## config.mk

```make
export PLATFORM = sky130hd
export DESIGN_NAME = max7219_word_scheduler
export DESIGN_NICKNAME = d
export VERILOG_FILES = /design/src/rtl/max7219_word_scheduler.sv
export SDC_FILE = /design/constraint.sdc
export NUM_CORES = 1
export LEC_CHECK = 0
export ABC_AREA = 1
export CORE_ASPECT_RATIO = 0.9
export CORE_UTILIZATION = 60
export CTS_BUF_LIST = sky130_fd_sc_hd__clkbuf_2 sky130_fd_sc_hd__clkbuf_4 sky130_fd_sc_hd__clkbuf_8
export DETAILED_ROUTE_END_ITERATION = 8
export PLACE_DENSITY = 0.84
export SYNTH_ARGS = -nofsm -noshare
export SYNTH_HDL_FRONTEND = slang
export SYNTH_SLANG_ARGS = --single-unit
```

## constraint.sdc

```tcl
create_clock -name clk_i -period 5.93 [get_ports clk_i]
set_clock_uncertainty 0.1 [all_clocks]
set_input_delay 0.593 -clock clk_i [delete_from_list [all_inputs] [get_ports clk_i]]
set_output_delay 0.593 -clock clk_i [all_outputs]
set_load 0.03 [all_outputs]
```

## src/rtl/max7219_word_scheduler.sv

```systemverilog
// Sequences 16-bit MAX7219 register words (address byte, data byte) over a byte-wide SPI master:
// power-up init, display clear, then frame refreshes and intensity updates.
module max7219_word_scheduler #(
   parameter int unsigned StartupCycles = 1000,
   parameter int unsigned GapCycles     = 4,
   parameter logic [3:0]  IntensityInit = 4'hA,
   parameter logic [2:0]  ScanLimit     = 3'd7
) (
   input  logic        clk_i,
   input  logic        rst_ni,
   input  logic        frame_req_i,
   input  logic [63:0] frame_data_i,
   input  logic        int_req_i,
   input  logic [3:0]  int_value_i,
   output logic [7:0]  spi_data_o,
   output logic        spi_start_o,
   input  logic        spi_busy_i,
   input  logic        spi_avail_i,
   output logic        load_n_o,
   output logic        init_done_o,
   output logic        sched_busy_o,
   output logic        frame_done_o
);

   localparam int unsigned CntMax = (StartupCycles > GapCycles) ? StartupCycles : GapCycles;
   localparam int unsigned CntW   = $clog2(CntMax + 1);
   localparam logic [CntW-1:0] StartupLast = CntW'(StartupCycles - 1);
   localparam logic [CntW-1:0] GapLast     = CntW'(GapCycles - 1);

   typedef enum logic [2:0] {StStartup, StInit, StFrame, StIdle, StInten} top_e;
   typedef enum logic [2:0] {WdIdle, WdLow, WdHi, WdWaitHi, WdLo, WdWaitLo, WdGap} word_e;

   top_e            top_q;
   word_e           word_q;
   logic [2:0]      idx_q;
   logic [CntW-1:0] cnt_q;
   logic [63:0]     frame_shadow_q;
   logic [63:0]     frame_snap_q;
   logic [3:0]      int_shadow_q;
   logic            frame_pend_q;
   logic            int_pend_q;
   logic [7:0]      spi_data_q;
   logic            spi_start_q;
   logic            load_n_q;
   logic            init_done_q;
   logic            frame_done_q;

   logic [7:0]      word_addr;
   logic [7:0]      word_data;
   logic            word_last;

   // Address/data of the word currently being sent, selected by serving state and word index.
   always_comb begin
      word_addr = 8'h00;
      word_data = 8'h00;
      word_last = 1'b0;
      unique case (top_q)
         StInit: begin
            word_last = (idx_q == 3'd4);
            case (idx_q)
               3'd0:    {word_addr, word_data} = 16'h0C01;
               3'd1:    {word_addr, word_data} = 16'h0900;
               3'd2:    {word_addr, word_data} = {8'h0A, 4'h0, IntensityInit};
               3'd3:    {word_addr, word_data} = {8'h0B, 5'h00, ScanLimit};
               default: {word_addr, word_data} = 16'h0F00;
            endcase
         end
         StFrame: begin
            word_last = (idx_q == 3'd7);
            word_addr = {5'd0, idx_q} + 8'd1;
            word_data = frame_snap_q[{idx_q, 3'b000} +: 8];
         end
         StInten: begin
            word_last = 1'b1;
            word_addr = 8'h0A;
            word_data = {4'h0, int_shadow_q};
         end
         default: ;
      endcase
   end

   always_ff @(posedge clk_i or negedge rst_ni) begin
      if (!rst_ni) begin
         top_q          <= StStartup;
         word_q         <= WdIdle;
         idx_q          <= '0;
         cnt_q          <= '0;
         frame_shadow_q <= '0;
         frame_snap_q   <= '0;
         int_shadow_q   <= IntensityInit;
         frame_pend_q   <= 1'b0;
         int_pend_q     <= 1'b0;
         spi_data_q     <= '0;
         spi_start_q    <= 1'b0;
         load_n_q       <= 1'b1;
         init_done_q    <= 1'b0;
         frame_done_q   <= 1'b0;
      end else begin
         frame_done_q <= 1'b0;
         case (word_q)
            WdIdle: begin
               unique case (top_q)
                  StStartup: begin
                     if (cnt_q == StartupLast) begin
                        top_q  <= StInit;
                        word_q <= WdLow;
                        idx_q  <= '0;
                        cnt_q  <= '0;
                     end else begin
                        cnt_q <= cnt_q + 1'b1;
                     end
                  end
                  StIdle: begin
                     if (int_pend_q) begin
                        top_q      <= StInten;
                        int_pend_q <= 1'b0;
                        word_q     <= WdLow;
                        idx_q      <= '0;
                     end else if (frame_pend_q) begin
                        top_q        <= StFrame;
                        frame_pend_q <= 1'b0;
                        frame_snap_q <= frame_shadow_q;
                        word_q       <= WdLow;
                        idx_q        <= '0;
                     end
                  end
                  default: ;
               endcase
            end
            WdLow: begin
               load_n_q <= 1'b0;
               word_q   <= WdHi;
            end
            WdHi: begin
               if (!spi_busy_i) begin
                  spi_data_q  <= word_addr;
                  spi_start_q <= 1'b1;
                  word_q      <= WdWaitHi;
               end
            end
            WdWaitHi: begin
               if (spi_avail_i) begin
                  spi_start_q <= 1'b0;
                  word_q      <= WdLo;
               end
            end
            WdLo: begin
               if (!spi_busy_i) begin
                  spi_data_q  <= word_data;
                  spi_start_q <= 1'b1;
                  word_q      <= WdWaitLo;
               end
            end
            WdWaitLo: begin
               if (spi_avail_i) begin
                  spi_start_q <= 1'b0;
                  load_n_q    <= 1'b1;
                  cnt_q       <= '0;
                  word_q      <= WdGap;
               end
            end
            WdGap: begin
               if (cnt_q == GapLast) begin
                  cnt_q <= '0;
                  if (!word_last) begin
                     idx_q  <= idx_q + 3'd1;
                     word_q <= WdLow;
                  end else begin
                     idx_q <= '0;
                     // Init always ends by clearing the display from the shadow frame.
                     if (top_q == StInit) begin
                        top_q        <= StFrame;
                        frame_snap_q <= frame_shadow_q;
                        frame_pend_q <= 1'b0;
                        word_q       <= WdLow;
                     end else begin
                        top_q  <= StIdle;
                        word_q <= WdIdle;
                        if (top_q == StFrame) begin
                           frame_done_q <= 1'b1;
                           init_done_q  <= 1'b1;
                        end
                     end
                  end
               end else begin
                  cnt_q <= cnt_q + 1'b1;
               end
            end
            default: word_q <= WdIdle;
         endcase

         // Placed last so a request on the consuming cycle re-arms its flag.
         if (frame_req_i) begin
            frame_shadow_q <= frame_data_i;
            frame_pend_q   <= 1'b1;
         end
         if (int_req_i) begin
            int_shadow_q <= int_value_i;
            int_pend_q   <= 1'b1;
         end
      end
   end

   assign spi_data_o   = spi_data_q;
   assign spi_start_o  = spi_start_q;
   assign load_n_o     = load_n_q;
   assign init_done_o  = init_done_q;
   assign frame_done_o = frame_done_q;
   assign sched_busy_o = (top_q != StIdle);

endmodule

```

* Word-level counts from Yosys, hierarchy flattened
Cells that the tools add are included.
Word-level totals: register bits after elaboration 165, input bits 74, output and inout bits 13, word-level logic and storage cells 148
Operators by class: $add $sub $neg 3, equal/unequal tests 39, shift operators 1, multiplexer cells 66, bitwise logic cells 1, reductions and logical operators 24
Operators with widths (count):
- 64-bit 2-to-1 mux | 6
- 64-bit one-hot mux with 2 select lines | 1
- 64-bit by 7-bit variable part select with 8-bit output | 1
- 3-bit 2-to-1 mux | 17
- 10-bit 2-to-1 mux | 4
- 10-bit one-hot mux with 3 select lines | 1
- 3-bit one-hot mux with 2 select lines | 5
- 4-bit one-hot mux with 3 select lines | 2
- 8-bit one-hot mux with 3 select lines | 1
- 3-bit one-hot mux with 7 select lines | 1
- 1-bit 2-to-1 mux | 20
- 2-bit inequality test, second input constant | 10
- 3-bit by 2-bit equality test with 1-bit output, second input constant | 6
- 3-bit equality test, second input constant | 6
- 8-bit 2-to-1 mux | 2
- 8-bit one-hot mux with 2 select lines | 1
- 3-bit inequality test, second input constant | 5
- 3-bit one-hot mux with 4 select lines | 1
- 6-bit AND reduction | 2
- 2-bit nonzero test | 6
- 10-bit by 1-bit adder with 10-bit output, second input constant | 1
- 10-bit equality test, second input constant | 1
- 10-bit by 2-bit equality test with 1-bit output, second input constant | 1
- 5-bit AND reduction | 2
- 17 further kinds | 31

* Depth between registers and ports, before layout
Gate-level depths: netlist of the first run.
depth in word-level cells 6, depth in mapped cells 13, gate-level depth less buffers 11

* Worst setup path after synthesis of the first run
OpenSTA, ideal clock, no wires.
path kind register to register, from register idx_q[0], to register frame_snap_q[57], library setup time 0.117 ns, arrival 2.037 ns, data required time 5.713 ns, slack 3.676 ns, cell stages (with the launch flop) 14, buffers on the path 4, clock period less this slack 2.254 ns, path through dfrtp_1 clkbuf_1 inv_2 clkbuf_1 ha_1 nand2_1 nor2_1 nand2_1 nand3_2 nand3_1 buf_4 buf_6 nand2_1 o21ai_2
On the way: longest elaborated chain between the ends 4, elaborated cells on any way between the ends 5, those cells by class eq/ne (3); mux (1); reduce/logical (1)
RTL lines:
- start: declaration | RTL line 35 | logic [2:0] idx_q;
- start signal: assignment | RTL line 166 | idx_q <= idx_q + 3'd1;
- 3-bit equality test, on equally long branches | RTL line 69, 59
- 1-bit one-hot mux with 3 select lines (*) | RTL line 57 | unique case (top_q)
- 2-bit inequality test (no line) (*)
- 7-bit AND reduction (no line) (*)
- end signal: assignment | RTL line 122 | frame_snap_q <= frame_shadow_q;
- end signal: assignment | RTL line 173 | frame_snap_q <= frame_shadow_q;
- end: declaration | RTL line 38 | logic [63:0] frame_snap_q;
Every way passes the cells marked *; elsewhere a longest branch is shown, timed or not. A chain may end at the register's enable or synchronous reset.

* Worst setup path after layout of the first run
from register idx_q[0], to register frame_snap_q[34]
Same word-level chain as after synthesis.

==> results of run 1 <==
## worst max-delay path, stage by stage, from the launching register on
cell and delay (ns):
dfrtp_1 0.34, buf_4 0.33, inv_2 0.33, ha_1 0.38, nand2_1 0.06, nor2_1 0.12, nand2_1 0.11, nand3_2 0.17
nand3_4 0.65, buf_12 0.50, nand2_1 0.12, o21ai_2 0.06
## placed cells by master, fill, tap and decap left out, drive strengths merged, types with 5 or more instances in the layout
cell type      synthesis  layout
nand2                271     271
o21ai                168     168
dfrtp                162     162
inv                  112     115
clkdlybuf4s50          0      84
nor2                  67      67
nand3                 50      50
clkbuf                26      24
a21oi                 18      18
nand4                  9       9
o211ai                 7       7
ha                     7       7
nor3                   6       6
clkinv                 4       5
buf                   18       5
## per-layer routing
metal  routed length [um]  up-vias
met2                 8200      210
met3                  934       27
met1                 7860     3024
met5                    0        -
li1                     -     3159
met4                  330        0
## through the flow
stage,setup WS (ns),instances,hold slack [ns]
3_3_place_gp,2.67,1156,0.359
6_report,2.48,1188,0.157
4_1_cts,2.52,1188,0.210
5_1_grt,2.24,1188,0.238
3_5_place_dp,2.57,1156,0.365
2_1_floorplan,3.68,947,0.197
## where the power goes
part	leakage (nW)	internal, mW	switching, mW
clock	0.197	0.396	0.415
combinational	2.12	0.0633	0.0890
sequential	2.14	1.17	0.0128
## registers in the layout, indices dropped and copies added (netlist names), 3 cells and up
register / cells
word_q: 3
spi_data_o: 8
frame_shadow_q: 64
frame_snap_q: 64
top_q: 3
int_shadow_q: 4
idx_q: 3
cnt_q: 10
## layout make-up
type | instances | area (sq um) | share of cell area, %
flip-flops and latches | 165 | 4130 | 45.1
multi-input cells | 622 | 3100 | 33.8
repair buffers | 89 | 895 | 9.76
inverters | 116 | 437 | 4.76
clock buffers | 24 | 312 | 3.40
well taps | 164 | 205 | 2.24
clock inverters | 8 | 87.6 | 0.955
## worst paths after layout
path / end / slack, ns / from / cells after the start
max: frame_snap_q[34] / 2.48 / idx_q[0] / 11
min: cnt_q[4] / 0.16 / rst_ni / 1
max reg2reg: frame_snap_q[34] / 2.48 / idx_q[0] / 11
min reg2reg: int_shadow_q[3] / 0.38 / int_shadow_q[3] / 2
max in group asynchronous: frame_snap_q[23] / 4.33 / rst_ni / 2
min in group clk_i: int_shadow_q[3] / 0.38 / int_shadow_q[3] / 2
## cells by family after synthesis
| kind of cell | after synthesis | share of synthesized area (%) |
|---|---|---|
| adder cells (fa/ha/maj) | 7 | 1.10 |
| buffers and inverters | 160 | 8.96 |
| AND/OR/NAND/NOR | 405 | 20.7 |
| multiplexers | 1 | 0.142 |
| XOR/XNOR | 1 | 0.110 |
| AO/OA/AOI/OAI | 208 | 16.9 |
| flip-flops | 165 | 52.1 |
==> results_dict.tcl, run 1 <==
set metrics [dict create \
    path_class "flop to flop" \
    die_area_sq_um 13700 \
    dp_hpwl_mm 11.9 \
    netlist_area_sq_um 7930 \
    drive_gt1_share_pct 11.6 \
    synth_cell_types 39 \
    clk_pin_slew_ns 0.09 \
    syn_nets 1028 \
    finalHoldViolCount 0 \
    worstMarginPinSlew_ns 1.01 \
    ant_nets 0 \
    drt_iter0_drc 548 \
    cts-root-buf "clkbuf_8" \
    io_pins 87 \
    report.power.total_mw 2.14 \
    synth_most_common_cell "nand2_1" \
    worstPathRequired_ns 6.17 \
    dpl_cell_area_sq_um 8770 \
    final.min_clock_period_ns 3.45 \
    ys_seq_area_share_pct 52.1 \
    synth_area_per_cell_sq_um 8.38 \
    grt_start_max_net_pins 130 \
    ys_ff_latch 165 \
    fmax_mhz 290 \
    overflow 0 \
    firstDrtPassIters 7 \
    grt.busiest_layer "met2" \
    htreeDepth 4 \
    wire_per_inst_um 14.6 \
    p_leak_nw 4.46 \
    post-cts-setup-buffers 0 \
    cts_hold_buf 0 \
    clock_latency_ns 0.47 \
    port_buffers 86 \
    via_per_inst 5.40 \
    maxCapViolations 0 \
    status "finished clean" \
    cp.arrival_ns 3.69 \
    critPathLaunchType "flop" \
    core_sq_um 12800 \
    met3_usage_pct 5.97 \
    gp_congestion 0.879 \
    synth_edf_count 0 \
    hold_class "input pin to async pin" \
    numClockSinks 165 \
    rsz0062_at_grt "false" \
    grt_pass1_vias 5979 \
    cp_max_fo 66 \
    vias 6420 \
    use_met1_pct 37.9 \
    grt_use_total_pct 27.4 \
    ys.flop_type "dfrtp_1" \
    cts_resized 0 \
    dieHeight_um 111 \
    slew_headroom_pct 32.8 \
    rows 39 \
    syn_inst 947 \
    routed_wl_mm 17.3 \
    cts_made_buffers 17 \
    die_x_um 123 \
    drc 0 \
    n_fill_cell 1001 \
    final_util_pct 71.7 \
    netlist_top_cells_area "dfrtp_1 (51%), nand2_1 (13%), o21ai_2 (6.6%), o21ai_0 (6.4%), inv_1 (4.9%)" \
    synth_common_cells "nand2_1 (270), dfrtp_1 (162), inv_1 (104), o21ai_0 (101), nor2_1 (64)" \
    async_flop_share_pct 100 \
    grt_first_pass_wirelength_mm 28.9 \
    cts_tree "done" \
    vdd_drop_max_mv 0.155 \
    maxSlewViolCount 0 \
    finalNetCount 1092 \
    syn2layout_area_growth_pct 15.6 \
    setup-violations-final 0 \
    fin_setup_tns_ns 0 \
    fin_crit_sh_pct 58.2 \
    grtUsageMet2_pct 43.0 \
    synth_top_area_share_pct 51.1 \
    cp-end-kind "flop" \
    clk_path_buf_depth 2 \
    final_area_sq_um 9170 \
    initial_utilization_pct 62.0 \
    power_density_nw_per_um2 234 \
    ys_warn_count 0 \
    synth_top_area_cell "dfrtp_1" \
    diodes 0 \
    antenna_found_initial 0 \
]
No activity file was read; power rests on OpenSTA's default activity.
==> run 2: changes to the inputs <==
--- a/config.mk
+++ b/config.mk
@@ -7,10 +7,10 @@
 export LEC_CHECK = 0
 export ABC_AREA = 1
 export CORE_ASPECT_RATIO = 0.9
-export CORE_UTILIZATION = 60
+export CORE_UTILIZATION = 59
 export CTS_BUF_LIST = sky130_fd_sc_hd__clkbuf_2 sky130_fd_sc_hd__clkbuf_4 sky130_fd_sc_hd__clkbuf_8
 export DETAILED_ROUTE_END_ITERATION = 8
-export PLACE_DENSITY = 0.84
+export PLACE_DENSITY = 0.83
 export SYNTH_ARGS = -nofsm -noshare
 export SYNTH_HDL_FRONTEND = slang
 export SYNTH_SLANG_ARGS = --single-unit
==> constraint.sdc (replaced) <==
create_clock -name clk_i -period 3.24 [get_ports clk_i]
set_clock_uncertainty 0.1 [all_clocks]
set_input_delay 0.324 -clock clk_i [delete_from_list [all_inputs] [get_ports clk_i]]
set_output_delay 0.324 -clock clk_i [all_outputs]
set_load 0.03 [all_outputs]
==> results_dict.tcl, run 2 (synthesized netlist as in run 1, its figures left out) <==
set metrics [dict create \
    syn2layout_area_growth_pct 16.4 \
    worst_slack_ns 0.750 \
    cts_made_buffers 17 \
    crit_slowest_cell "dfrtp_1" \
    finalHoldViolCount 0 \
    grt_start_max_net_pins 130 \
    initial_utilization_pct 61.6 \
    io_pins 87 \
    die_area_sq_um 13900 \
    maxCapViolations 0 \
    htreeDepth 4 \
    fmax_mhz 402 \
    critical-path-top-delay-family "simple AND/OR/NAND/NOR gates" \
    clk_path_buf_depth 2 \
    status "finished clean" \
    critPathLaunchType "flop" \
    power_density_nw_per_um2 421 \
    via_per_inst 5.31 \
    fin_crit_sh_pct 76.9 \
    cts-root-buf "clkbuf_8" \
    path_class "flop to flop" \
    wire_per_inst_um 14.4 \
    drt_iter0_drc 561 \
    drc 0 \
    final_cell_mix "nand2_1 (270), dfrtp_1 (162), inv_1 (104)" \
    vias 6346 \
    cts_resized 0 \
    maxSlewViolCount 0 \
    fin_setup_tns_ns 0 \
    worstPathRequired_ns 3.52 \
    grt_first_pass_wirelength_mm 29.4 \
    overflow 0 \
    grt_pass1_vias 5967 \
    clock_latency_ns 0.45 \
    cts_tree "done" \
    hold-worst-slack_ns 0.280 \
    worst_path_most_repeated_cell "nand2_1" \
    clk_pin_slew_ns 0.08 \
    cp-end-kind "flop" \
    dp_hpwl_mm 12.0 \
    die_x_um 124 \
    numClockSinks 165 \
    slew_headroom_pct 32.4 \
    routed_wl_mm 17.2 \
    hold_class "input pin to flop" \
    worstMarginPinSlew_ns 1.01 \
    post-place-ws_ns 0.807 \
    grt_use_total_pct 26.9 \
    vdd_drop_max_mv 0.310 \
    rsz0062_at_grt "false" \
    diodes 0 \
    cp.arrival_ns 2.77 \
    core_sq_um 12900 \
    dieHeight_um 112 \
    gp_congestion 0.892 \
    rows 39 \
    cp_max_fo 72 \
    port_buffers 86 \
    layout_commonest_cell "nand2_1" \
    drive_gt1_share_pct 12.0 \
    finalNetCount 1098 \
    max_stage_delay_ns 0.44 \
    antenna_found_initial 0 \
    cp_num_buf_inv 3 \
    ant_nets 0 \
    crit_chain "inv_2 -> nand3_1 -> clkinv_1 -> ha_1 -> nand2_1 -> nor2_1 -> nand2_1 -> nand3_2 -> nand3_4 -> buf_12 -> nand2_1 -> o21ai_2" \
    report.power.total_mw 3.88 \
    firstDrtPassIters 5 \
    largestRegisters "frame_shadow_q (64), frame_snap_q (64), cnt_q (10)" \
    p_leak_nw 4.50 \
    final.min_clock_period_ns 2.49 \
    setup-violations-final 0 \
]
## run 2: cell count changes in the layout (fill, tap and decap cells not counted), moves of 2 or more
cell	change
buf_12	+2
buf_4	+3
clkbuf_4	-3
clkinv_2	+3
inv_8	+2
## run 2: metal layers
| layer | track usage (%) | up-vias | part of all wire (%) |
|---|---|---|---|
| met5 | 0 | - | 0 |
| met4 | 9.16 | 0 | 2.0 |
| met3 | 5.67 | 26 | 4.9 |
| met2 | 41.2 | 173 | 47 |
| met1 | 38.2 | 2979 | 46 |
| li1 | - | 3168 | - |
## run 2: path summary, 6_finish.rpt
kind	endpoint	from	slack [ns]	cells after the start
max reg2reg	frame_snap_q[25]	top_q[0]	0.75	12
min reg2reg	int_shadow_q[3]	int_shadow_q[3]	0.38	2
min	int_shadow_q[3]	int_value_i[3]	0.28	3
min in group asynchronous	int_pend_q	rst_ni	0.31	2
max	frame_snap_q[25]	top_q[0]	0.75	12
max in group asynchronous	int_shadow_q[3]	rst_ni	1.81	3
## run 2: timing repair
| action | in CTS | in global routing |
|---|---|---|
| hold buffers | 1 | 0 |
| setup buffers | 0 | 0 |
| hold endpoints to repair | 62 | 0 |
## run 2: where the power goes
part           switching (mW)  internal, mW  leakage, nW
registers              0.0223          2.14         2.14
clock network           0.760         0.683        0.200
logic                   0.164         0.119         2.16
## run 2: cell type report
class / instances / area, sq um
clock buffers: 20 / 275
well taps: 164 / 205
fillers: 1003 / 3650
flip-flops and latches: 165 / 4130
repair buffers: 95 / 967
multi-input cells: 622 / 3100
inverters: 116 / 437
clock inverters: 12 / 118
## run 2: per-stage QoR
step,instance area [sq um],util (%),std cells
after floorplan,7930,-,947
after global placement,8830,68.6,1161
after detailed placement,8830,68.6,1161
after CTS,9240,71.7,1194
after global routing,9240,71.7,1194
final,9240,71.7,1194
## run 2: worst min-delay path: cells and delay by family
family | cells | cell delay (ns)
and+or+nand+nor | 2 | 0.11
buffers and inverters | 1 | 0.40
==> run 3: changes to the inputs <==
--- a/config.mk
+++ b/config.mk
@@ -7,10 +7,10 @@
 export LEC_CHECK = 0
 export ABC_AREA = 1
 export CORE_ASPECT_RATIO = 0.9
-export CORE_UTILIZATION = 59
+export CORE_UTILIZATION = 53
 export CTS_BUF_LIST = sky130_fd_sc_hd__clkbuf_2 sky130_fd_sc_hd__clkbuf_4 sky130_fd_sc_hd__clkbuf_8
 export DETAILED_ROUTE_END_ITERATION = 8
-export PLACE_DENSITY = 0.83
+export PLACE_DENSITY = 0.79
 export SYNTH_ARGS = -nofsm -noshare
 export SYNTH_HDL_FRONTEND = slang
 export SYNTH_SLANG_ARGS = --single-unit
==> constraint.sdc (replaced) <==
create_clock -name clk_i -period 2.03 [get_ports clk_i]
set_clock_uncertainty 0.1 [all_clocks]
set_input_delay 0.203 -clock clk_i [delete_from_list [all_inputs] [get_ports clk_i]]
set_output_delay 0.203 -clock clk_i [all_outputs]
set_load 0.03 [all_outputs]
==> results_dict.tcl, run 3 (synthesized netlist as in run 1, its figures left out) <==
set metrics [dict create \
    rsz0062_at_grt "true" \
    htreeDepth 4 \
    grt_start_max_net_pins 75 \
    layout_commonest_cell "nand2_1" \
    diodes 0 \
    cts_tree "done" \
    path_class "flop to flop" \
    die_x_um 131 \
    grt_pass1_vias 6101 \
    clock_latency_ns 0.45 \
    drc 0 \
    cts-root-buf "clkbuf_8" \
    grt_first_pass_wirelength_mm 29.5 \
    fin_setup_tns_ns 0 \
    io_pins 87 \
    cts_made_buffers 17 \
    worstPathRequired_ns 2.27 \
    cp-end-kind "flop" \
    grt_use_total_pct 24.8 \
    antenna_found_initial 0 \
    wire_per_inst_um 14.9 \
    ant_nets 0 \
    syn2layout_area_growth_pct 23.8 \
    die_area_sq_um 15500 \
    final.min_clock_period_ns 1.99 \
    initial_utilization_pct 54.1 \
    worst_slack_ns 0.0410 \
    routed_wl_mm 18.9 \
    final_area_sq_um 9820 \
    dpl_cell_area_sq_um 9120 \
    firstDrtPassIters 5 \
    clk_pin_slew_ns 0.09 \
    overflow 0 \
    clk_path_buf_depth 2 \
    final_cell_mix "nand2_1 (260), dfrtp_1 (160), inv_1 (104)" \
    fmax_mhz 503 \
    cp.arrival_ns 2.23 \
    met3_usage_pct 5.27 \
    post-place-ws_ns 0.0345 \
    crit_chain "inv_2 -> nand3_2 -> clkinv_2 -> ha_1 -> nand2_1 -> nor2_1 -> nand2_1 -> nand3_2 -> nand3_4 -> buf_12 -> buf_6 -> o21ai_2" \
    power_density_nw_per_um2 650 \
    finalHoldViolCount 0 \
    fin_crit_sh_pct 98.0 \
    finalNetCount 1140 \
    core_sq_um 14700 \
    p_leak_nw 4.78 \
    dp_hpwl_mm 12.7 \
    n_fill_cell 1164 \
    drive_gt1_share_pct 16.9 \
    cp_max_fo 16 \
    numClockSinks 165 \
    maxCapViolations 0 \
    slew_headroom_pct 72.0 \
    port_buffers 86 \
    maxSlewViolCount 0 \
    crit_slowest_cell "dfrtp_1" \
    vias 6641 \
    via_per_inst 5.24 \
    grtUsageMet2_pct 37.6 \
    dieHeight_um 118 \
    rows 42 \
    max_stage_delay_ns 0.41 \
    use_met1_pct 36.3 \
    critPathLaunchType "flop" \
    grt.busiest_layer "met2" \
    setup-violations-final 0 \
    worstMarginPinSlew_ns 0.415 \
    gp_congestion 0.894 \
    drt_iter0_drc 623 \
    hold_class "input pin to async pin" \
    vdd_drop_max_mv 0.587 \
    status "finished clean" \
    largestRegisters "frame_shadow_q (64), frame_snap_q (64), cnt_q (10)" \
]
[run 3: changes by cell type in the layout (fill, tap and decap cells not counted), sizes merged]
cell / previous run / this run
clkinv: 8 / 6
clkbuf: 20 / 24
inv: 117 / 115
dlygate4sd3: 1 / 2
dlygate4sd2: 0 / 1
bufinv: 1 / 3
clkdlybuf4s50: 84 / 83
buf: 10 / 46
[run 3: per-stage QoR]
step	hold WS (ns)	total power, mW	utilization, %	cells
detailed placement	0.0434	3.98	62.2	1224
global route	0.151	6.64	67.0	1267
floorplan	-0.193	3.69	-	947
CTS	0.116	6.44	65.1	1255
global placement	0.0440	3.97	62.2	1224
finish	0.123	6.38	67.0	1267
[run 3: path summary, 6_finish.rpt]
check / start / endpoint / slack, ns / cells after the start
setup / recovery: top_q[2] / frame_snap_q[40] / 0.04 / 12
hold / removal: rst_ni / cnt_q[4] / 0.12 / 2
setup reg to reg: top_q[2] / frame_snap_q[40] / 0.04 / 12
hold reg to reg: int_shadow_q[3] / int_shadow_q[3] / 0.38 / 2
max in group asynchronous: rst_ni / int_shadow_q[3] / 1.05 / 3
min in group clk_i: int_value_i[1] / int_shadow_q[1] / 0.18 / 3
[run 3: power breakdown]
group          switching, mW  internal (mW)  total [mW]  leakage, nW
Clock                   1.21           1.26        2.47        0.199
Sequential            0.0341           3.41        3.44         2.13
Combinational          0.269          0.201       0.470         2.45
Total                   1.52           4.87        6.38         4.78
[run 3: area by class of cell]
cell class	count	area, sq um	area share (%)
clock inverters	10	149	1.52
flip-flops and latches	165	4140	42.1
well taps	198	248	2.52
clock buffers	19	255	2.60
multi-input cells	622	3160	32.1
inverters	116	440	4.49
repair buffers	137	1440	14.6
[run 3: metal layers]
| layer | routed length (um) | vias to the layer above |
|---|---|---|
| met5 | 0 | - |
| met4 | 285 | 0 |
| met3 | 964 | 24 |
| met2 | 8900 | 225 |
| met1 | 8740 | 3133 |
| li1 | - | 3259 |
[run 3: critical path: cells and delay by family (launching register included)]
kind	cells	cell delay, ns
buffers and inverters	4	0.59
AND/OR/NAND/NOR	6	0.48
flip-flops	1	0.41
adder cells (fa/ha/maj)	1	0.22
AO/OA/AOI/OAI	1	0.08
[run 3: what timing repair did]
action,4_1_cts,5_1_grt
setup buffers,0,5
pin swaps,0,1
gates cloned,0,7
hold endpoints to repair,169,0
setup endpoints to repair,1,69
gates resized for setup,1,23
hold buffers,2,0
